<file path="config.mk">
export PLATFORM = sky130hd
export DESIGN_NAME = bin_to_ascii_int
export DESIGN_NICKNAME = d
export VERILOG_FILES = /design/src/rtl/bin_to_ascii_int_pkg.sv /design/src/rtl/bin_to_ascii_int_bcd_add3.sv /design/src/rtl/bin_to_ascii_int.sv
export SDC_FILE = /design/constraint.sdc
export NUM_CORES = 1
export LEC_CHECK = 0
export CORE_AREA = 2 2 69 104
export CTS_BUF_LIST = sky130_fd_sc_hd__clkbuf_4 sky130_fd_sc_hd__clkbuf_8
export DETAILED_ROUTE_END_ITERATION = 8
export DIE_AREA = 0 0 71 106
export DONT_BUFFER_PORTS = 1
export PLACE_DENSITY_LB_ADDON = 0.3
export REMOVE_ABC_BUFFERS = 1
export SLEW_MARGIN = 10
export SYNTH_ARGS = -nofsm -noshare
export SYNTH_HDL_FRONTEND = slang
export SYNTH_HIERARCHICAL = 1
export SYNTH_SLANG_ARGS = --single-unit
</file>
<file path="constraint.sdc">
create_clock -name clk -period 2.6 [get_ports clk]
set_input_delay 0.26 -clock clk [delete_from_list [all_inputs] [get_ports clk]]
set_output_delay 0.26 -clock clk [all_outputs]
set_load 0.005 [all_outputs]
</file>
<file path="src/rtl/bin_to_ascii_int_pkg.sv">
`default_nettype none
// ============================================================================
// Module      : ascii_pkg
// Description : Shared definitions for the binary-to-ASCII decimal printer:
//               ASCII code points, the controller state encoding and a
//               helper that sizes the BCD digit count for a binary width.
// Revision    : 1.0 - initial release
// ============================================================================
package ascii_pkg;

  localparam logic [7:0] ASCII_ZERO  = 8'h30;
  localparam logic [7:0] ASCII_MINUS = 8'h2D;

  typedef enum logic [1:0] {
    IDLE    = 2'd0,
    CONVERT = 2'd1,
    SIGN    = 2'd2,
    EMIT    = 2'd3
  } state_e;

  // Number of decimal digits needed to print 2^width-1.
  function automatic int digits_for_width(input int width);
    longint unsigned v;
    int              n;
    v = (width >= 64) ? 64'hFFFF_FFFF_FFFF_FFFF : ((64'd1 << width) - 64'd1);
    n = 1;
    for (int i = 0; i < 20; i++) begin
      if (v >= 64'd10) begin
        v = v / 64'd10;
        n = n + 1;
      end
    end
    return n;
  endfunction

endpackage
`default_nettype wire

</file>
<file path="src/rtl/bin_to_ascii_int_bcd_add3.sv">
`default_nettype none
// ============================================================================
// Module      : bcd_add3
// Description : Double-dabble nibble correction. A BCD digit of 5 or more
//               gets 3 added so the following left shift carries correctly
//               into the next decimal digit.
// Ports       : nib - BCD digit before correction
//               adj - corrected digit
// Revision    : 1.0 - initial release
// ============================================================================
module bcd_add3 (
  input  logic [3:0] nib,
  output logic [3:0] adj
);

  assign adj = (nib >= 4'd5) ? (nib + 4'd3) : nib;

endmodule
`default_nettype wire

</file>
<file path="src/rtl/bin_to_ascii_int.sv">
`default_nettype none
// ============================================================================
// Module      : bin_to_ascii_int
// Description : Prints an unsigned binary integer as ASCII decimal digits,
//               most significant first, leading zeros suppressed. A serial
//               double-dabble converter (BIN_WIDTH cycles) feeds a
//               valid/ready byte emitter.
//               Optional macro BIN_TO_ASCII_SIGNED_EN: treat bin as two's
//               complement and prefix negative numbers with '-'.
// Ports       : clk       - rising-edge clock
//               reset_n   - synchronous active-low reset
//               bin       - value to convert, sampled on in_valid & in_ready
//               in_valid  - bin is presented
//               in_ready  - idle and able to accept
//               out_data  - ASCII character
//               out_valid - out_data is valid
//               out_ready - downstream accepts out_data
//               out_last  - current byte is the final character
// Revision    : 1.0 - initial release
// ============================================================================
module bin_to_ascii_int
  import ascii_pkg::*;
#(
  parameter int BIN_WIDTH = 16,
  parameter int DIGITS    = 5
) (
  input  logic                 clk,
  input  logic                 reset_n,
  input  logic [BIN_WIDTH-1:0] bin,
  input  logic                 in_valid,
  output logic                 in_ready,
  output logic [7:0]           out_data,
  output logic                 out_valid,
  input  logic                 out_ready,
  output logic                 out_last
);

  localparam int c_BCD_W = 4 * DIGITS;
  localparam int c_CNT_W = $clog2(BIN_WIDTH + 1);
  localparam int c_IDX_W = (DIGITS > 1) ? $clog2(DIGITS) : 1;

  generate
    if (DIGITS < digits_for_width(BIN_WIDTH)) begin : g_digits_check
      $error("bin_to_ascii_int: DIGITS too small to hold 2^BIN_WIDTH-1");
    end
  endgenerate

  state_e                       r_state;
  state_e                       w_next_state;
  logic [BIN_WIDTH-1:0]         r_shreg;
  logic [BIN_WIDTH-1:0]         w_mag;
  logic [c_BCD_W-1:0]           r_bcd;
  logic [c_BCD_W-1:0]           w_adj;
  logic [c_BCD_W+BIN_WIDTH-1:0] w_shifted;
  logic [c_CNT_W-1:0]           r_cnt;
  logic [c_IDX_W-1:0]           r_idx;
  logic [c_IDX_W-1:0]           w_lead_idx;
  logic [3:0]                   w_digit;
  logic                         w_accept;
  logic                         w_fire;
  logic                         w_neg_pending;

  assign w_accept = in_valid && (r_state == IDLE);
  assign w_fire   = out_valid && out_ready;

`ifdef BIN_TO_ASCII_SIGNED_EN
  logic r_neg;

  // Magnitude fits BIN_WIDTH unsigned bits, including -2^(BIN_WIDTH-1).
  assign w_mag         = bin[BIN_WIDTH-1] ? (-bin) : bin;
  assign w_neg_pending = r_neg;

  always_ff @(posedge clk) begin
    if (!reset_n) begin
      r_neg <= 1'b0;
    end else if (w_accept) begin
      r_neg <= bin[BIN_WIDTH-1];
    end
  end
`else
  assign w_mag         = bin;
  assign w_neg_pending = 1'b0;
`endif

  generate
    for (genvar i = 0; i < DIGITS; i++) begin : g_add3
      bcd_add3 u_add3 (
        .nib (r_bcd[4*i +: 4]),
        .adj (w_adj[4*i +: 4])
      );
    end
  endgenerate

  // The bit shifted out of the top digit is always zero when DIGITS is sized.
  assign w_shifted = {w_adj, r_shreg} << 1;

  // Highest nonzero digit; stays 0 for an all-zero value so "0" is printed.
  always_comb begin
    w_lead_idx = '0;
    for (int i = 0; i < DIGITS; i++) begin
      if (r_bcd[4*i +: 4] != 4'h0) begin
        w_lead_idx = c_IDX_W'(i);
      end
    end
  end

  always_comb begin
    w_digit = 4'h0;
    for (int i = 0; i < DIGITS; i++) begin
      if (r_idx == c_IDX_W'(i)) begin
        w_digit = r_bcd[4*i +: 4];
      end
    end
  end

  // State register
  always_ff @(posedge clk) begin
    if (!reset_n) begin
      r_state <= IDLE;
    end else begin
      r_state <= w_next_state;
    end
  end

  // Next-state logic. CONVERT spends BIN_WIDTH shift cycles plus one cycle
  // to locate the leading digit, giving BIN_WIDTH+1 cycles to first byte.
  always_comb begin
    w_next_state = r_state;
    case (r_state)
      IDLE:    if (w_accept) w_next_state = CONVERT;
      CONVERT: if (r_cnt == '0) w_next_state = w_neg_pending ? SIGN : EMIT;
      SIGN:    if (w_fire) w_next_state = EMIT;
      EMIT:    if (w_fire && (r_idx == '0)) w_next_state = IDLE;
      default: w_next_state = IDLE;
    endcase
  end

  // Datapath
  always_ff @(posedge clk) begin
    if (!reset_n) begin
      r_shreg <= '0;
      r_bcd   <= '0;
      r_cnt   <= '0;
      r_idx   <= '0;
    end else begin
      case (r_state)
        IDLE: begin
          if (w_accept) begin
            r_shreg <= w_mag;
            r_bcd   <= '0;
            r_cnt   <= c_CNT_W'(BIN_WIDTH);
          end
        end
        CONVERT: begin
          if (r_cnt != '0) begin
            {r_bcd, r_shreg} <= w_shifted;
            r_cnt            <= r_cnt - 1'b1;
          end else begin
            r_idx <= w_lead_idx;
          end
        end
        EMIT: begin
          if (w_fire && (r_idx != '0)) begin
            r_idx <= r_idx - 1'b1;
          end
        end
        default: ;
      endcase
    end
  end

  // Outputs depend only on registered state, so they hold during stalls.
  always_comb begin
    in_ready  = (r_state == IDLE);
    out_valid = (r_state == EMIT) || (r_state == SIGN);
    out_data  = 8'h00;
    out_last  = 1'b0;
    case (r_state)
      EMIT: begin
        out_data = ASCII_ZERO + {4'h0, w_digit};
        out_last = (r_idx == '0);
      end
      SIGN: begin
        out_data = ASCII_MINUS;
      end
      default: ;
    endcase
  end

endmodule
`default_nettype wire

</file>
Yosys cells after proc, flatten, opt, wreduce, memory -nomap -nowiden

Index checks and enable logic that the tools add are counted.

Bits in registers: 46
Output and inout bits: 11
Word-level logic and storage cells: 84

$add $sub $neg: 8
$lt $le $gt $ge: 5
Eq/ne operators: 14
Multiplexer cells: 33
Reductions and logical operators: 19

Operators with widths:

| operator                                                              | count |
|---|---|
| 20-bit 2-to-1 mux                                                     | 2 |
| 20-bit one-hot mux with 2 select lines                                | 1 |
| 4-bit 2-to-1 mux                                                      | 9 |
| 16-bit 2-to-1 mux                                                     | 2 |
| 16-bit one-hot mux with 2 select lines                                | 1 |
| 4-bit by 3-bit >= comparator with 1-bit output, second input constant | 5 |
| 4-bit by 2-bit adder with 4-bit output, second input constant         | 4 |
| 4-bit nonzero test                                                    | 4 |
| 7-bit one-hot mux with 2 select lines                                 | 1 |
| 2-bit 2-to-1 mux                                                      | 6 |
| 3-bit 2-to-1 mux                                                      | 4 |
| 2-bit != test, second input constant                                  | 6 |
| 5-bit 2-to-1 mux                                                      | 2 |
| 5-bit one-hot mux with 2 select lines                                 | 1 |
| 2-bit one-hot mux with 4 select lines                                 | 1 |
| 6-bit by 4-bit adder with 7-bit output, first input constant          | 1 |
| 3-bit by 2-bit equality test with 1-bit output, second input constant | 2 |
| 3-bit one-hot mux with 2 select lines                                 | 1 |
| 3-bit AND reduction                                                   | 2 |
| 5-bit logical NOT                                                     | 1 |
| 5-bit nonzero test                                                    | 1 |
| 5-bit by 1-bit subtractor with 5-bit output, second input constant    | 1 |
| 2-bit equality test, second input constant                            | 2 |
| 1-bit logical AND                                                     | 4 |
| other kinds (13)                                                      | 15 |

Logic depth before layout (Yosys ltp)

Gate-level depths: netlist of the first run.

Word-level depth: 8
Gate-level depth with buffers: 7
Mapped depth without buffers: 6

Hierarchy

The synthesis of the first run kept the hierarchy.

By module, submodules not included:

| module           | instances | cells each | area each (sq um) | seq. area each (sq um) |
|---|---|---|---|---|
| bin_to_ascii_int | 1         | 256        | 2426.1            | 920.9 |
| bcd_add3         | 5         | 16         | 101.3             | 0.0 |

Worst setup path after synthesis of the first run

No wires, ideal clock.

Kind: register to register
Start point: register r_state[0]
End point: register r_cnt[3]
Setup time: 0.070 ns
Data arrival time: 1.792 ns
Required time: 2.530 ns
Setup slack: 0.739 ns
Cell stages (with the launch flop): 7
Path buffers: 0
Path through: dfxtp_1 inv_1 ha_1 and2b_1 or4_1 or3_1 a21oi_1

Longest elaborated chain between the ends: 4
Elaborated cells on any way between the ends: 8

RTL lines:

| item                                               | line                    | text |
|---|---|---|
| start, declared                                    | bin_to_ascii_int.sv:48  | `state_e r_state;` |
| start signal, assigned                             | bin_to_ascii_int.sv:121 | `r_state <= w_next_state;` |
| 2-bit logical NOT *                                | -                       |  |
| via in_ready                                       | bin_to_ascii_int.sv:31  | `output logic in_ready,` |
| 1-bit logical AND                                  | bin_to_ascii_int.sv:63  | `assign w_accept = in_valid && (r_state == IDLE);` |
| 2-bit by 1-bit != test with 1-bit output (no line) | -                       |  |
| 3-bit AND reduction (no line)                      | -                       |  |
| end signal, assigned                               | bin_to_ascii_int.sv:151 | `r_cnt <= c_CNT_W'(BIN_WIDTH);` |
| end signal, assigned                               | bin_to_ascii_int.sv:157 | `r_cnt <= r_cnt - 1'b1;` |
| end, declared                                      | bin_to_ascii_int.sv:55  | `logic [c_CNT_W-1:0] r_cnt;` |

The timed path passes the listed nets; every way through them passes the cells marked *.
A chain may end at the register's enable or synchronous reset.

Worst setup path in the final report of the first run

Start point: register r_state[0]
End point: register r_bcd[1]

Longest elaborated chain between the ends: 4
Elaborated cells on any way between the ends: 8

RTL lines:

| item                                               | line                    | text |
|---|---|---|
| 2-bit logical NOT *                                | -                       |  |
| via in_ready                                       | bin_to_ascii_int.sv:31  |  |
| 1-bit logical AND                                  | bin_to_ascii_int.sv:63  |  |
| 2-bit by 1-bit != test with 1-bit output (no line) | -                       |  |
| 3-bit AND reduction (no line)                      | -                       |  |
| end signal, assigned                               | bin_to_ascii_int.sv:156 | `{r_bcd, r_shreg} <= w_shifted;` |
| end, declared                                      | bin_to_ascii_int.sv:52  | `logic [c_BCD_W-1:0] r_bcd;` |

Marks and branches as above.

==> impl_metrics.toml, run 1 <==
[status]
outcome = "complete, no violations"

[critical_path]
start_kind = "register"
end_kind = "register"
cp_max_fo = 21
cp.arrival_ns = 2.55
critPathKind = "register to register"
critPathLaunch = "r_state[0]"
rr_startpoint = "r_state[0]"
critPathRequiredTime_ns = 2.84

[timing]
rsz0062_at_grt = "false"
fin_crit_sh_pct = 88.9
fmax_mhz = 432
worst_slew_pin_slew_ns = 1.11
fin_hold_ws_ns = 0.0905
finalHoldViolCount = 0
finClkSkew_ns = 0.0106
finalSetupViolCount = 0
maxSlewViolCount = 0
fin_crit_ns = 2.31
maxSlewHeadroom_pct = 26.3

[detailed_routing]
final_antenna_net_count = 0
drt_wl_total_um = 6040
routed-wl-met3_um = 209
top_layer = "met4"
wl_per_cell_um = 15.0
drt_pre_antenna_iters = 4
wl_met1_um = 2510
wl_met2_um = 3200
via_per_inst = 5.71
vias = 2305
drc_errors = 0
drt_iter0_markers = 60

[clock_tree]
cts_sinks = 46
clk_pin_slew_ns = 0.09
cts_tree = "done"
cts_buffers = 5
htreeDepth = 2
clk_path_buf_depth = 2
cts_hold_buf = 0
cts_setup_buffers = 0
clock_latency_ns = 0.30
cts_resized = 0
root_buffer = "clkbuf_8"

[finish]
multi_input_area_mm2 = 0.00180
fin_area_mm2 = 0.00307
fin_util_pct = 45.7
antenna_cells = 0
final_cell_count_no_fill = 404
syn_to_final_growth_pct = 5.28
layout.area.seq_um2 = 921
fill_cells = 637
layout-drive-gt1-share_pct = 12.3
nNetsFinal = 367

[global_routing]
grt_pass1_wl_um = 10400
first_global_vias = 2299
grt.overflow.total = 0
grt_max_degree = 22
grt_use_total_pct = 16.8
antenna_found_initial = 0

[floorplanning]
die_w_um = 71
num_io_pins = 31
die_area_mm2 = 0.00753
start_util_pct = 43.4
fp.dieH_um = 106
core-area_mm2 = 0.00671
rows = 37

[power_and_ir_drop]
peakVddDrop_mv = 0.794
pwr-share-seq_pct = 31.8
power_frac_clock_pct = 17.6
p_comb_share_pct = 50.6
sw_frac_of_total_pct = 42.3
p_int_w = 0.00181
p_sw_w = 0.00132
power.density_mw_per_mm2 = 1020
p_leak_nw = 1.20

[logic_synthesis]
syn_avg_cell_area_um2 = 8.77
syn_area_mm2 = 0.00291
syn_inst = 332
yosysWarnings = 6

[place]
dpl.cell_count = 396
placed_cell_area_mm2 = 0.00295
io_buffers = 0
dp_hpwl_um = 4400
place.gp.congestion = 0.856

[hold_path]
hp-class = "input pin to register"
hold_start = "reset_n"

[run]
max-cap-violations = 0
[placed cells by master (no fill, tap or decap), types with 4 or more instances in the layout]
master    instances
a211oi_1          7
a211oi_2         10
a21oi_1          28
a21oi_2           6
a221oi_1          4
a22o_1           20
buf_4             5
clkbuf_8          5
dfxtp_1          46
ha_1             22
inv_1            26
mux2i_1          21
nand2_1          35
nand2b_1         12
nor2_1           10
o21ai_0          13
o21ai_1           4
xnor2_1           5
[through the flow]
step	TNS [ns]	worst slack, ns	power (W)
floorplan	-14.42	-0.721	0.00222
global placement	0	0.376	0.00256
detailed placement	0	0.306	0.00260
CTS	0	0.256	0.00316
global route	0	0.0671	0.00336
finish	0	0.288	0.00313
[path summary, 6_finish.rpt]
| path | to | slack, ns | depth (start not counted) |
|---|---|---|---|
| worst max-delay path | r_bcd[1] | 0.29 | 5 |
| worst min register to register | r_bcd[0] | 0.49 | 2 |
| worst min-delay path | r_idx[1] | 0.09 | 1 |
| worst max register to register | r_bcd[1] | 0.29 | 5 |
[critical path: stages (launching register included)]
cell	delay, ns
dfxtp_1	0.36
inv_1	0.10
ha_1	0.34
nand2b_1	0.25
a21oi_2	0.93
a22o_1	0.27
[routing by layer]
metal / up-vias / GRT usage, %
met3: 10 / 3.70
met4: 0 / 6.20
met5: - / 0
li1: 1176 / -
met1: 1087 / 18.1
met2: 32 / 31.2
[state kept, by name, indices dropped and copies added, names as in the netlist]
name and cells:
r_state 2, r_bcd 20, r_idx 3, r_cnt 5
r_shreg 16
[power groups by stage]
stage               Clock, W  Combinational, W  Sequential, W
floorplan                  0           0.00126       0.000969
global placement           0           0.00157       0.000998
detailed placement         0           0.00159        0.00101
CTS                 0.000569           0.00160       0.000991
global route        0.000592           0.00175        0.00102
finish              0.000552           0.00158       0.000994
[layout make-up]
cell class / instances / share of cell area [%]
Sequential cell: 46 / 30.0
Clock inverter: 2 / 1.22
Inverter: 26 / 3.18
Clock buffer: 6 / 2.49
Multi-Input combinational cell: 241 / 58.7
Timing Repair Buffer: 5 / 1.22
Tap cell: 78 / 3.18
Note: power is estimated with default switching activity, not from simulation.
==> inputs of run 2 (changes only) <==
--- a/config.mk
+++ b/config.mk
@@ -10,6 +10,7 @@
 export DETAILED_ROUTE_END_ITERATION = 8
 export DIE_AREA = 0 0 71 106
 export DONT_BUFFER_PORTS = 1
+export HOLD_SLACK_MARGIN = 0.03
 export PLACE_DENSITY_LB_ADDON = 0.3
 export REMOVE_ABC_BUFFERS = 1
 export SLEW_MARGIN = 10
==> results of run 2 <==
Same layout as run 1: the final DEF is identical, and so are final timing and power.
==> inputs of run 3 (changes only) <==
--- a/config.mk
+++ b/config.mk
@@ -5,6 +5,7 @@
 export SDC_FILE = /design/constraint.sdc
 export NUM_CORES = 1
 export LEC_CHECK = 0
+export CAP_MARGIN = 20
 export CORE_AREA = 2 2 69 104
 export CTS_BUF_LIST = sky130_fd_sc_hd__clkbuf_4 sky130_fd_sc_hd__clkbuf_8
 export DETAILED_ROUTE_END_ITERATION = 8
@@ -13,7 +14,6 @@
 export HOLD_SLACK_MARGIN = 0.03
 export PLACE_DENSITY_LB_ADDON = 0.3
 export REMOVE_ABC_BUFFERS = 1
-export SLEW_MARGIN = 10
 export SYNTH_ARGS = -nofsm -noshare
 export SYNTH_HDL_FRONTEND = slang
 export SYNTH_HIERARCHICAL = 1
==> run 3 against run 2 <==
Net effect:
- final cell count increased by 0.25%
- critical path type is now register to primary output
- worst setup slack improved by 0.13 ns
- worst hold slack improved by 0.0015 ns
- largest cell class unchanged
- combinational power about the same
- highest routed layer unchanged
- count of clock-buffer cells in the layout unchanged
==> impl_metrics.toml, run 3 (synthesized netlist as in run 1, its figures left out) <==
[floorplanning]
num_io_pins = 31
start_util_pct = 43.4
die_w_um = 71
rows = 37
core-area_mm2 = 0.00671
die_area_mm2 = 0.00753
fp.dieH_um = 106

[clock_tree]
cts_buffers = 5
cts_hold_buf = 0
cts_tree = "done"
cts_setup_buffers = 0
htreeDepth = 2
cts_resized = 0
clk_path_buf_depth = 2
cts_sinks = 46
clk_pin_slew_ns = 0.09
root_buffer = "clkbuf_8"
clock_latency_ns = 0.30

[finish]
fill_cells = 636
syn_to_final_growth_pct = 5.80
layout.area.seq_um2 = 921
reg_top3 = "r_bcd (20), r_shreg (16), r_cnt (5)"
nNetsFinal = 368
multi_input_area_mm2 = 0.00180
layout_common_cells = "46 x dfxtp_1, 35 x nand2_1, 28 x a21oi_1, 26 x inv_1, 22 x ha_1"
layout-drive-gt1-share_pct = 12.5
fin_util_pct = 45.9
largest_reg_flops = 20
antenna_cells = 0
top_register = "r_bcd"
layout_commonest_cell = "dfxtp_1"

[critical_path]
cp.arrival_ns = 1.93
rr_startpoint = "r_state[0]"
start_kind = "register"
r2r_end = "r_cnt[3]"
cp_max_fo = 9
cpPeakStageDelay_ns = 0.37
rr_worst_depth = 6
cp_num_buf_inv = 1
end_kind = "primary output"
worstPathCellList = "inv_1 -> ha_1 -> nand2_1 -> o21ai_0 -> a221oi_1 -> a211oi_1"
worst-path-stages = 6
slowest_stage = "dfxtp_1"
critPathRequiredTime_ns = 2.34
critPathLaunch = "r_idx[0]"
r2r_slack_ns = 0.51
critPathKind = "register to primary output"
setup.worst_path.end = "out_data[1]"
critical_path.top_delay_family = "compound AO/OA/AOI/OAI gates"

[timing]
fin_hold_ws_ns = 0.0920
rsz0062_at_grt = "false"
maxSlewHeadroom_pct = 65.9
maxSlewViolCount = 0
fmax_mhz = 457
fin_crit_sh_pct = 84.1
finClkSkew_ns = 0.00784
fin_crit_ns = 2.19
finalHoldViolCount = 0
worst_slew_pin_slew_ns = 0.511
finalSetupViolCount = 0

[status]
outcome = "complete, no violations"

[detailed_routing]
wl_per_cell_um = 14.9
drt_iter0_markers = 92
drt_wl_total_um = 6050
via_per_inst = 5.70
drc_errors = 0
vias = 2309
drt_pre_antenna_iters = 4
final_antenna_net_count = 0

[power_and_ir_drop]
finalPower_w = 0.00315
power.density_mw_per_mm2 = 1020
peakVddDrop_mv = 0.731
p_leak_nw = 1.21

[place]
dp_hpwl_um = 4400
place.gp.congestion = 0.856
io_buffers = 0

[global_routing]
grt.overflow.total = 0
grt_pass1_wl_um = 10400
grt_max_degree = 22
grt_use_total_pct = 16.8
first_global_vias = 2299
antenna_found_initial = 0

[hold_path]
holdPathStages = 1
hp-class = "input pin to register"

[run]
max-cap-violations = 0
==> run 3: worst reg2reg max path, stage by stage, from the launching register on <==
cell	delay, ns
dfxtp_1	0.42
inv_1	0.09
ha_1	0.32
and2b_1	0.30
or4_1	0.44
or3_1	0.31
a21oi_1	0.13
==> run 3: worst min path at each step <==
| stage | slack [ns] | endpoint | start |
|---|---|---|---|
| 2_1_floorplan | 0.40 | r_cnt[4] | reset_n |
| 3_3_place_gp | 0.40 | r_cnt[4] | reset_n |
| 3_5_place_dp | 0.41 | r_idx[1] | reset_n |
| 4_1_cts | 0.08 | r_idx[1] | reset_n |
| 5_1_grt | 0.08 | r_idx[1] | reset_n |
| 6_report | 0.09 | r_idx[1] | reset_n |
==> run 3: stage by stage <==
step	TNS, ns	area [um2]	worst slack (ns)	cells
final	0	3080	0.414	405
after global routing	0	3080	0.310	405
after CTS	0	3070	0.256	404
after detailed placement	0	2950	0.306	396
after global placement	0	2950	0.376	396
after floorplan	-14.42	2810	-0.721	313
==> run 3: power by group <==
part	internal, W	leakage (nW)	switching, W
Sequential	0.000858	0.376	0.000133
Combinational	0.000668	0.778	0.000940
Clock	0.000298	0.0548	0.000252
==> run 3: area by class of cell <==
| cell class | count | share of cell area [%] |
|---|---|---|
| Inverter | 26 | 3.17 |
| Clock inverter | 2 | 1.22 |
| Clock buffer | 6 | 2.48 |
| Tap cell | 78 | 3.17 |
| Multi-Input combinational cell | 241 | 58.4 |
| Timing Repair Buffer | 6 | 1.71 |
| Sequential cell | 46 | 29.9 |
==> run 3: per-layer routing <==
| layer | wire length, um | vias to the layer above | part of all wire (%) | global-route usage (%) |
|---|---|---|---|---|
| met5 | 0 | - | 0 | 0 |
| met4 | 132 | 0 | 2.2 | 6.20 |
| met3 | 193 | 9 | 3.2 | 3.70 |
| met2 | 3220 | 32 | 53 | 31.2 |
| met1 | 2500 | 1091 | 41 | 18.1 |
| li1 | - | 1177 | - | - |
==> edit, RTL diff (flow settings as in run 3) <==
Change the parameter `BIN_WIDTH` from 16 to 8.
--- a/src/rtl/bin_to_ascii_int.sv
+++ b/src/rtl/bin_to_ascii_int.sv
@@ -21,7 +21,7 @@
 module bin_to_ascii_int
   import ascii_pkg::*;
 #(
-  parameter int BIN_WIDTH = 16,
+  parameter int BIN_WIDTH = 8,
   parameter int DIGITS    = 5
 ) (
   input  logic                 clk,
Interface: changed (resized bin); port bits go from 31 to 23. The function was not compared with the original's and may differ.
==> edit against run 3 <==
Sequential cell count fell by 9; fmax shrank 0.48%; clock power shrank 21%; worst setup slack worse by 0.011 ns; power shrank 16%; sequential share of layout area decreased by 3.5 points; via count decreased by 9.9%; final area is 9.0% lower; area after synthesis is 7.9% lower; count of clock-buffer cells in the layout up 1; routed wire length shrank 9.9%; hold slack got worse by 0.0051 ns; critical path type unchanged; critical endpoint is now out_data[2].
==> edit: results (changes against run 3) <==
Run status:
- Run status: complete, no violations (unchanged).

GRT:
- The maximum number of pins on one net before global-route repair is 42 (was 22).
- The met2 track utilization from global routing is 28.2% (was 31.2%).
- The routing usage on met1 is 16.9% (was 18.1%).
- The initial antenna violation count is 0 (unchanged).
- The via count of the first global-routing pass is 2032 (was 2299).
- The global-route wire length before repair came to 9.41 mm (was 10.4 mm).
- The global-route met3 utilization is 2.75% (was 3.70%).
- The combined global-route utilization of all metal layers is 15.7% (was 16.8%).

Placed design:
- The placed cell area was 2710 µm² (was 2950 µm²).
- The routability congestion estimate from global placement is 0.847 (was 0.856).
- The number of buffers inserted by port buffering was 0 (unchanged).
- The HPWL after detailed placement came to 3.99 mm (was 4.40 mm).

Setup path:
- The top fanout value on the critical path is 9 (unchanged).
- For the worst setup path, the data arrival time is 1.94 ns.
- The reg-to-reg critical path startpoint is r_state[0]$_SDFFE_PN0P_ (unchanged).
- The worst-case register-to-register setup slack is 0.49 ns (was 0.51 ns).
- The critical register-to-register path endpoint is r_bcd[9]$_SDFFE_PN0P_ (was r_cnt[3]$_SDFFE_PN0P_).

Detailed routing:
- The detailed-routing wirelength on met1 came to 2.28 mm (was 2.50 mm).
- The average routed wire per standard cell came to 13.9 µm (was 14.9 µm).
- The highest routing layer actually used is met4 (unchanged).
- The count of TritonRoute iterations in the first routing pass came to 4 (unchanged).
- The average via count per standard cell is 5.30 (was 5.70).
- The met2 wire length was 2.83 mm (was 3.22 mm).
- The met3 wirelength from detailed routing is 140 µm (was 193 µm).
- The initial detailed-routing violation count is 74 (was 92).

Finish:
- The number of nets in the layout was 349 (was 368).
- The ratio of cells with drive above 1 in the final layout came to 10.2% (was 12.5%).
- Largest registers ranked by flip-flop count: r_bcd: 20 flops, r_shreg: 8 flops, r_cnt: 4 flops (was r_bcd: 20 flops, r_shreg: 16 flops, r_cnt: 5 flops).

STA:
- The setup skew after layout came to 0.00681 ns (was 0.00784 ns).
- The transition time at the pin with the least slew margin was 0.670 ns (was 0.511 ns).

Clock tree:
- After clock tree synthesis, the clock-pin slew on the worst setup and hold paths is 0.08 ns.
- The post-CTS repair timing setup buffer count is 0 (unchanged).
- The clock tree root driver cell is sky130_fd_sc_hd__clkbuf_8 (unchanged).
- The number of instances resized during post-cts repair is 0 (unchanged).
- The CTS H-tree depth was 2 (unchanged).

Hold path:
- The hold-critical path endpoint was r_shreg[0]$_SDFFE_PN0P_ (was r_idx[1]$_SDFFE_PN0P_).

Power and ir drop:
- The fraction of power consumed by combinational cells is 53.5% (was 51.1%).
- The fraction of power consumed by sequential logic is 30.2% (was 31.5%).
- The largest voltage drop on the vdd net was 0.000657 V (was 0.000731 V).
- The total leakage power was 1.18 nW (was 1.21 nW).
- The internal power summed over all cells is 0.00152 W (was 0.00182 W).
==> edit: how the worst max path moves through the flow <==
stage | start | endpoint | depth (start not counted)
finish | r_idx[0]$_SDFFE_PN0P_ | out_data[2] | 6
global route | r_idx[0]$_SDFFE_PN0P_ | out_data[1] | 6
CTS | r_idx[0]$_SDFFE_PN0P_ | out_data[1] | 6
detailed placement | r_state[1]$_SDFFE_PN0P_ | r_bcd[9]$_SDFFE_PN0P_ | 7
global placement | r_state[1]$_SDFFE_PN0P_ | r_bcd[9]$_SDFFE_PN0P_ | 7
floorplan | r_state[1]$_SDFFE_PN0P_ | r_bcd[9]$_SDFFE_PN0P_ | 6
==> edit: stage by stage <==
step           power, W  cells  hold WS [ns]  utilization, %  setup WS [ns]
3_3_place_gp    0.00223    386         0.388            40.4          0.540
3_5_place_dp    0.00225    386         0.392            40.4          0.490
4_1_cts         0.00269    393        0.0807            41.8          0.346
2_1_floorplan   0.00192    304         0.382               -         -0.562
6_report        0.00266    393        0.0868            41.8          0.403
5_1_grt         0.00287    393        0.0808            41.8          0.177
==> edit: layout make-up <==
cell class                 count  area (µm²)
clock buffer                   7        90.1
fill                         682        3910
inverter                      23        86.3
multi-input combinational    244        1750
sequential                    37         741
tap                           78        97.6
timing repair buffer           4        42.5
==> edit: critical path, stage by stage (launching register included) <==
cell	delay, ns
sky130_fd_sc_hd__dfxtp_1	0.42
sky130_fd_sc_hd__inv_1	0.11
sky130_fd_sc_hd__ha_1	0.33
sky130_fd_sc_hd__and3b_1	0.21
sky130_fd_sc_hd__a21oi_1	0.22
sky130_fd_sc_hd__o211ai_1	0.13
sky130_fd_sc_hd__a21o_1	0.22
